### config.mk
export PLATFORM = sky130hd
export DESIGN_NAME = hamming_serial_rx
export DESIGN_NICKNAME = d
export VERILOG_FILES = /design/src/rtl/hamming_pkg.sv /design/src/rtl/bit_synchronizer.sv /design/src/rtl/hamming_serial_rx.sv
export SDC_FILE = /design/constraint.sdc
export NUM_CORES = 1
export LEC_CHECK = 0
export CAP_MARGIN = 20
export CORE_ASPECT_RATIO = 1.2
export CORE_UTILIZATION = 45
export DETAILED_ROUTE_END_ITERATION = 7
export HOLD_SLACK_MARGIN = 0.12
export PLACE_DENSITY = 0.68
export SKIP_LAST_GASP = 1
export SYNTH_ARGS = -nofsm -noshare
export SYNTH_HDL_FRONTEND = slang
export SYNTH_HIERARCHICAL = 1
export SYNTH_SLANG_ARGS = --single-unit
### constraint.sdc
create_clock -name clk -period 1.73 [get_ports clk]
set_clock_uncertainty 0.1 [all_clocks]
set_input_delay 0.346 -clock clk [delete_from_list [all_inputs] [get_ports clk]]
set_output_delay 0.346 -clock clk [all_outputs]
set_load 0.02 [all_outputs]
### src/rtl/hamming_pkg.sv
// Types and constants shared by the serial receiver and the Hamming(7,4) decoder stage.
package hamming_pkg;

  localparam int CW_WIDTH   = 7;
  localparam int DATA_WIDTH = 4;
  localparam int CNT_WIDTH  = $clog2(CW_WIDTH);

  typedef logic [CW_WIDTH-1:0]  codeword_t;
  typedef logic [CNT_WIDTH-1:0] bit_cnt_t;

  typedef enum logic [1:0] {
    RX_IDLE,
    RX_DATA,
    RX_STOP
  } rx_state_t;

  localparam bit_cnt_t LAST_BIT = bit_cnt_t'(CW_WIDTH - 1);

endpackage

### src/rtl/bit_synchronizer.sv
// Multi-flop synchronizer for an asynchronous level input; resets to 1 so an idle-high
// line never looks like a start bit straight out of reset.
module bit_synchronizer #(
  parameter int STAGES = 2
) (
  input  logic clk,
  input  logic rst,
  input  logic d_i,
  output logic q_o
);

  logic [STAGES-1:0] sync_q;

  always_ff @(posedge clk) begin
    if (rst) begin
      sync_q <= '1;
    end else begin
      sync_q <= {sync_q[STAGES-2:0], d_i};
    end
  end

  assign q_o = sync_q[STAGES-1];

endmodule

### src/rtl/hamming_serial_rx.sv
// UART-style deserializer feeding the Hamming(7,4) decoder: start bit, 7 data bits LSB
// first, stop bit. Codewords are passed bit-exact; a bad stop bit discards the frame.
module hamming_serial_rx
  import hamming_pkg::*;
#(
  parameter int SYNC_STAGES = 2
) (
  input  logic      clk,
  input  logic      rst,
  input  logic      sample_tick,
  input  logic      serial_in,
  output codeword_t codeword_out,
  output logic      codeword_valid,
  output logic      frame_error,
  output logic      busy
);

  logic      rx_s;
  rx_state_t state_q, state_d;
  bit_cnt_t  bit_cnt_q, bit_cnt_d;
  codeword_t shift_q, shift_d;
  codeword_t codeword_q, codeword_d;
  logic      valid_q, valid_d;
  logic      error_q, error_d;

  bit_synchronizer #(
    .STAGES(SYNC_STAGES)
  ) u_rx_sync (
    .clk(clk),
    .rst(rst),
    .d_i(serial_in),
    .q_o(rx_s)
  );

  always_ff @(posedge clk) begin
    if (rst) begin
      state_q    <= RX_IDLE;
      bit_cnt_q  <= '0;
      shift_q    <= '0;
      codeword_q <= '0;
      valid_q    <= 1'b0;
      error_q    <= 1'b0;
    end else begin
      state_q    <= state_d;
      bit_cnt_q  <= bit_cnt_d;
      shift_q    <= shift_d;
      codeword_q <= codeword_d;
      valid_q    <= valid_d;
      error_q    <= error_d;
    end
  end

  // Everything holds between ticks; the pulse flags default low so they last one cycle.
  always_comb begin
    state_d    = state_q;
    bit_cnt_d  = bit_cnt_q;
    shift_d    = shift_q;
    codeword_d = codeword_q;
    valid_d    = 1'b0;
    error_d    = 1'b0;
    if (sample_tick) begin
      unique case (state_q)
        RX_IDLE: begin
          if (!rx_s) begin
            state_d   = RX_DATA;
            bit_cnt_d = '0;
          end
        end
        RX_DATA: begin
          shift_d[bit_cnt_q] = rx_s;
          if (bit_cnt_q == LAST_BIT) begin
            state_d = RX_STOP;
          end else begin
            bit_cnt_d = bit_cnt_q + bit_cnt_t'(1);
          end
        end
        RX_STOP: begin
          state_d = RX_IDLE;
          if (rx_s) begin
            codeword_d = shift_q;
            valid_d    = 1'b1;
          end else begin
            error_d = 1'b1;
          end
        end
        default: begin
          state_d = RX_IDLE;
        end
      endcase
    end
  end

  assign codeword_out   = codeword_q;
  assign codeword_valid = valid_q;
  assign frame_error    = error_q;
  assign busy           = (state_q != RX_IDLE);

endmodule
## Word level (Yosys, flattened, before mapping)

Index checks and enable logic that the tools add are counted.

- Register bits: 23
- Bits in latches: 0
- Bits in writable memories: 0
- Memory bits (read-only): 0
- Input port bits: 4
- Output and inout port bits: 10
- Word-level logic and storage cells: 38
- Memories: 0

- Add/subtract/negate cells: 1
- $mul: 0
- Divide/modulo/power cells: 0
- Order comparisons: 2
- Equal/unequal tests: 6
- Shifts and indexed selects: 0
- Muxes and demuxes: 11
- Bitwise gates (word level): 2
- Reductions and logical operators: 9

Operators with widths:

| kind | number |
|---|---|
| $bwmux 7 | 1 |
| $mux 3 | 2 |
| $ne 2x2->1 const B | 3 |
| $pmux 3 s2 | 1 |
| $reduce_and 3->1 | 2 |
| $lt 3x4->1 const B | 1 |
| $mux 2 | 2 |
| $pmux 2 s2 | 1 |
| $reduce_and 4->1 | 1 |
| $reduce_bool 2->1 | 2 |
| $add 3x1->3 const B | 1 |
| $demux 1 s3 | 1 |
| $eq 3x3->1 const B | 1 |
| $ge 3x1->1 const B | 1 |
| $mux 1 | 3 |
| $reduce_or 3->1 | 1 |
| $eq 2x1->1 const B | 1 |
| $eq 2x2->1 const B | 1 |
| $logic_not 2->1 | 1 |
| $not 1->1 | 2 |
| $reduce_and 2->1 | 1 |
| $logic_and 1x1->1 | 1 |

## Depth between registers and ports, before layout

- Word-level depth: 5
- Depth in mapped cells: 5
- Gate-level depth less buffers: 5

## Cells and area by module

The synthesis kept the hierarchy.

Modules (own cells, without submodules):

| module | times used | cells an instance | area an instance (um^2) | seq. area each (um^2) |
|---|---|---|---|---|
| hamming_serial_rx | 1 | 95 | 908.4 | 420.4 |
| bit_synchronizer | 1 | 4 | 52.6 | 40.0 |

## Least setup slack after synthesis

Ideal clock, no wire load.

- Path type: register -> register
- Start point: register bit_cnt_q[0]
- End point: register bit_cnt_q[0]
- Setup time: 0.069 ns
- Arrival: 1.279 ns
- Data required time: 1.561 ns
- Path slack: 0.282 ns
- Stages on the path, launching flop included: 6
- Buffers on the path: 0
- Clock period less this slack: 1.448 ns
- Cells stage by stage: dfxtp_1 > inv_1 > ha_1 > and3_4 > or3_4 > o21ai_1

- Longest elaborated chain between the ends: 3
- Elaborated cells between the ends (all ways): 6
- Classes of those cells: add/sub: 1; eq/ne: 2; mux: 2; reduce/logical: 1

RTL lines:

| item | line | text |
|---|---|---|
| from (decl) | hamming_serial_rx.sv:20 | `bit_cnt_t bit_cnt_q, bit_cnt_d;` |
| from (signal assigned) | hamming_serial_rx.sv:45 | `bit_cnt_q <= bit_cnt_d;` |
| $add 3x1->3 / $eq 3x3->1 (equally long branches) | hamming_serial_rx.sv:74, hamming_serial_rx.sv:71 |  |
| $mux 3 / $ne 2x2->1 (equally long branches) | -- |  |
| $pmux 3 s2 / $reduce_and 4->1 (equally long branches) | -- |  |

Several ways; a longest one is shown, not always the timed one. The select of a mux whose other input is x is not followed.
A chain may end at the register's enable or synchronous reset.

## Final worst setup path

- Start point: register state_q[1]
- End point: output port busy

- Longest elaborated chain between the ends: 1

RTL lines:

| item | line | text |
|---|---|---|
| from (decl) | hamming_serial_rx.sv:19 | `rx_state_t state_q, state_d;` |
| from (signal assigned) | hamming_serial_rx.sv:44 | `state_q <= state_d;` |
| $reduce_bool 2->1 | hamming_serial_rx.sv:96 | `assign busy = (state_q != RX_IDLE);` |
| to (decl) | hamming_serial_rx.sv:15 | `output logic busy` |

No other way between the ends.

==> reports/qor.txt <==
Run status - complete, no violations
PD cells - 702.5 nW/µm²
Post-synthesis simple-gate area fraction - 29.17%
Avg Inst Size Synth - 9.706 µm²
H-tree levels - 1
DPL Wire Length - 1253 µm
Full die area - 2325 µm²
Synthesis Warnings - 6
Synth Cell Area - 960.9 µm²
Critical Path RT - 1.28 ns
TNS Setup - 0 ns
CTS tree - built
Fillers - 165
Number of I/O port buffers - 13
Final Power - 0.8218 mW
IO Pins - 14
Largest net degree at the start of global routing - 19
Cell leakage power - 0.5976 nW
Placed Area - 1125 µm²
Number of synthesized register bits - 23
Reg2reg path depth - 5
Final Hold Viols - 0
Global-route wire length before repair - 2953 µm
Clk_lat worst skew - 0.30 ns
Rel. slew slack - 78.11%
WP data arrival - 1.23 ns
Total Routing Usage GR - 17.25%
Hold_ws - 0.3221 ns
Post-route cell area - 1170 µm²
Die height - 52.62 µm
Post-synth EDFFs - 0
Worst-margin pin slew - 0.3242 ns
Commonest non-fill, non-tap cells in the layout - dfxtp_1, nand2_1, nand3_1
Share of cells above drive strength 1 - 15.25%
Maximum root-to-sink buffer count - 2
Xor and xnor area share after synthesis - 0%
Core Area - 1914 µm²
Commonest non-fill, non-tap cell in the layout - dfxtp_1
Max Cap Violations - 0
Max VDD drop - 0.5404 mV
Number of global-route vias before repair - 686
Final #Nets - 125
Via density - 5.511
Drt first pass iters - 6
Post-synthesis compound-gate area fraction - 9.375%
Worst Hold Path Cells - 1
Tcrit/Tclk final - 96.99%
Clk sinks - 23
CP Launch Type - register
Fraction of synthesis flops using an asynchronous set or reset pin - 0%
Post-synthesis mux area share - 7.292%
Antenna violations before repair - 0
Global route overflow - 0
Hold worst-path end - u_rx_sync/sync_q[1]$_SDFF_PP1_
DRC viols - 0
FMAX - 596.0 MHz
RSZ-0062 raised after global routing - false
Largest family of logic cells by synthesized area - simple AND/OR/NAND/NOR gates
Setup violators final - 0
Critical path fanouts, max - 2
WL/cell - 12.99 µm
Routability cong. - 0.7258
Post-Synth Adder-Cell Area - 2.604%
Crit path time final - 1.678 ns
Routed WL - 1780 µm
Die width - 44.19 µm
Worst R2R Start - bit_cnt_q[0]$_SDFFE_PP0P_
Final Worst Setup Slack - 0.05210 ns
Iteration-0 DRC Markers - 19
Clk slew on worst S/H paths - 0.12 ns
Register-to-register setup slack - 0.10 ns
Syn nets - 105
Post-route antenna net violation count - 0
Critical R2R Capture - bit_cnt_q[0]$_SDFFE_PP0P_
Ys flop type - dfxtp_1
N_diodes - 0
Distinct cell type count after synthesis - 30
DR vias - 755
Hold Path Class - register to register
Row count - 17
HP Start - u_rx_sync/sync_q[0]$_SDFF_PP1_
Mapped Cells - 99
Num CTS Buffers - 3
Syn-to-layout area delta - 21.74%
Initial Util - 50.20%
Post-synthesis sequential area ratio - 47.92%
Clock root buffer - clkbuf_4
Crit path capture type - output port
Placement Setup Slack - -0.04678 ns
WS Path Type - register to output port
Slew Limit Fails - 0
[worst max-delay path: stages (launching register included)]
cell           delay, ns
dfxtp_1             0.33
or2_2               0.28
dlygate4sd2_1       0.32
[state kept, by name (all words and copies together) (netlist names)]
signal / flops
frame_error: 1
codeword_valid: 1
u_rx_sync/sync_q: 2
state_q: 2
bit_cnt_q: 3
codeword_out: 7
shift_q: 7
[per-stage QoR]
| step | cells | utilization, % |
|---|---|---|
| floorplan | 99 | - |
| global placement | 133 | 58.76 |
| detailed placement | 133 | 58.76 |
| CTS | 137 | 60.07 |
| global route | 137 | 61.11 |
| finish | 137 | 61.11 |
[worst max-delay path by stage]
stage / cells past startpoint / endpoint / slack (ns) / from
floorplan: 5 / bit_cnt_q[0]$_SDFFE_PP0P_ / 0.28 / bit_cnt_q[0]$_SDFFE_PP0P_
global placement: 4 / shift_q[5]$_SDFFE_PP0P_ / 0.02 / sample_tick
detailed placement: 4 / bit_cnt_q[0]$_SDFFE_PP0P_ / -0.05 / sample_tick
CTS: 1 / codeword_out[1] / 0.01 / codeword_out[1]$_SDFFE_PP0P_
global route: 1 / frame_error / 0.0009 / frame_error$_SDFF_PP0_
finish: 2 / busy / 0.05 / state_q[1]$_SDFFE_PP0P_
[kinds of logic after synthesis]
group / count (synthesis)
mux: 7
simple gates: 47
buf+inv: 5
compound gates: 15
fa+ha+maj: 2
flops: 23
[synthesized netlist by cell type (2+ instances only)]
library cell / number / area, µm²
a21oi_1: 2 / 10.01
and2b_2: 2 / 17.52
buf_6: 2 / 22.52
dfxtp_1: 23 / 460.4
ha_1: 2 / 25.02
mux2i_1: 7 / 70.07
nand2_1: 12 / 45.04
nand2b_1: 3 / 18.77
nand3_1: 9 / 45.04
nand4b_1: 3 / 26.28
nor2_1: 4 / 15.01
nor2b_1: 2 / 12.51
nor3b_1: 2 / 15.01
o21ai_0: 6 / 30.03
o21ai_1: 3 / 15.01
o311ai_0: 2 / 17.52
or2_1: 2 / 12.51
[timing repair]
action                                  CTS  global route
gates resized for setup                   1             9
hold buffers                              0             0
endpoints found under the setup margin    1             9
buffers inserted                          0             0
[per-layer routing]
layer / vias up / track usage (%) / share of wire [%]
li1: 386 / - / -
met1: 345 / 19.67 / 45
met2: 20 / 29.66 / 49
met3: 4 / 3.103 / 4.1
met4: 0 / 9.596 / 1.3
met5: - / 0 / 0
[area by class of cell]
| type | count | area [µm²] | area share (%) |
|---|---|---|---|
| multi-input combinational | 71 | 465.4 | 39.79 |
| sequential | 23 | 460.4 | 39.36 |
| timing repair buffer | 18 | 186.4 | 15.94 |
| clock buffer | 4 | 26.28 | 2.246 |
| tap | 19 | 23.77 | 2.032 |
| inverter | 2 | 7.507 | 0.6417 |
[where the power goes]
group	switching, mW	internal, mW
Sequential	0.00178	0.533
Clock	0.149	0.0899
Combinational	0.0271	0.0205
(Power assumes the default switching activity.)
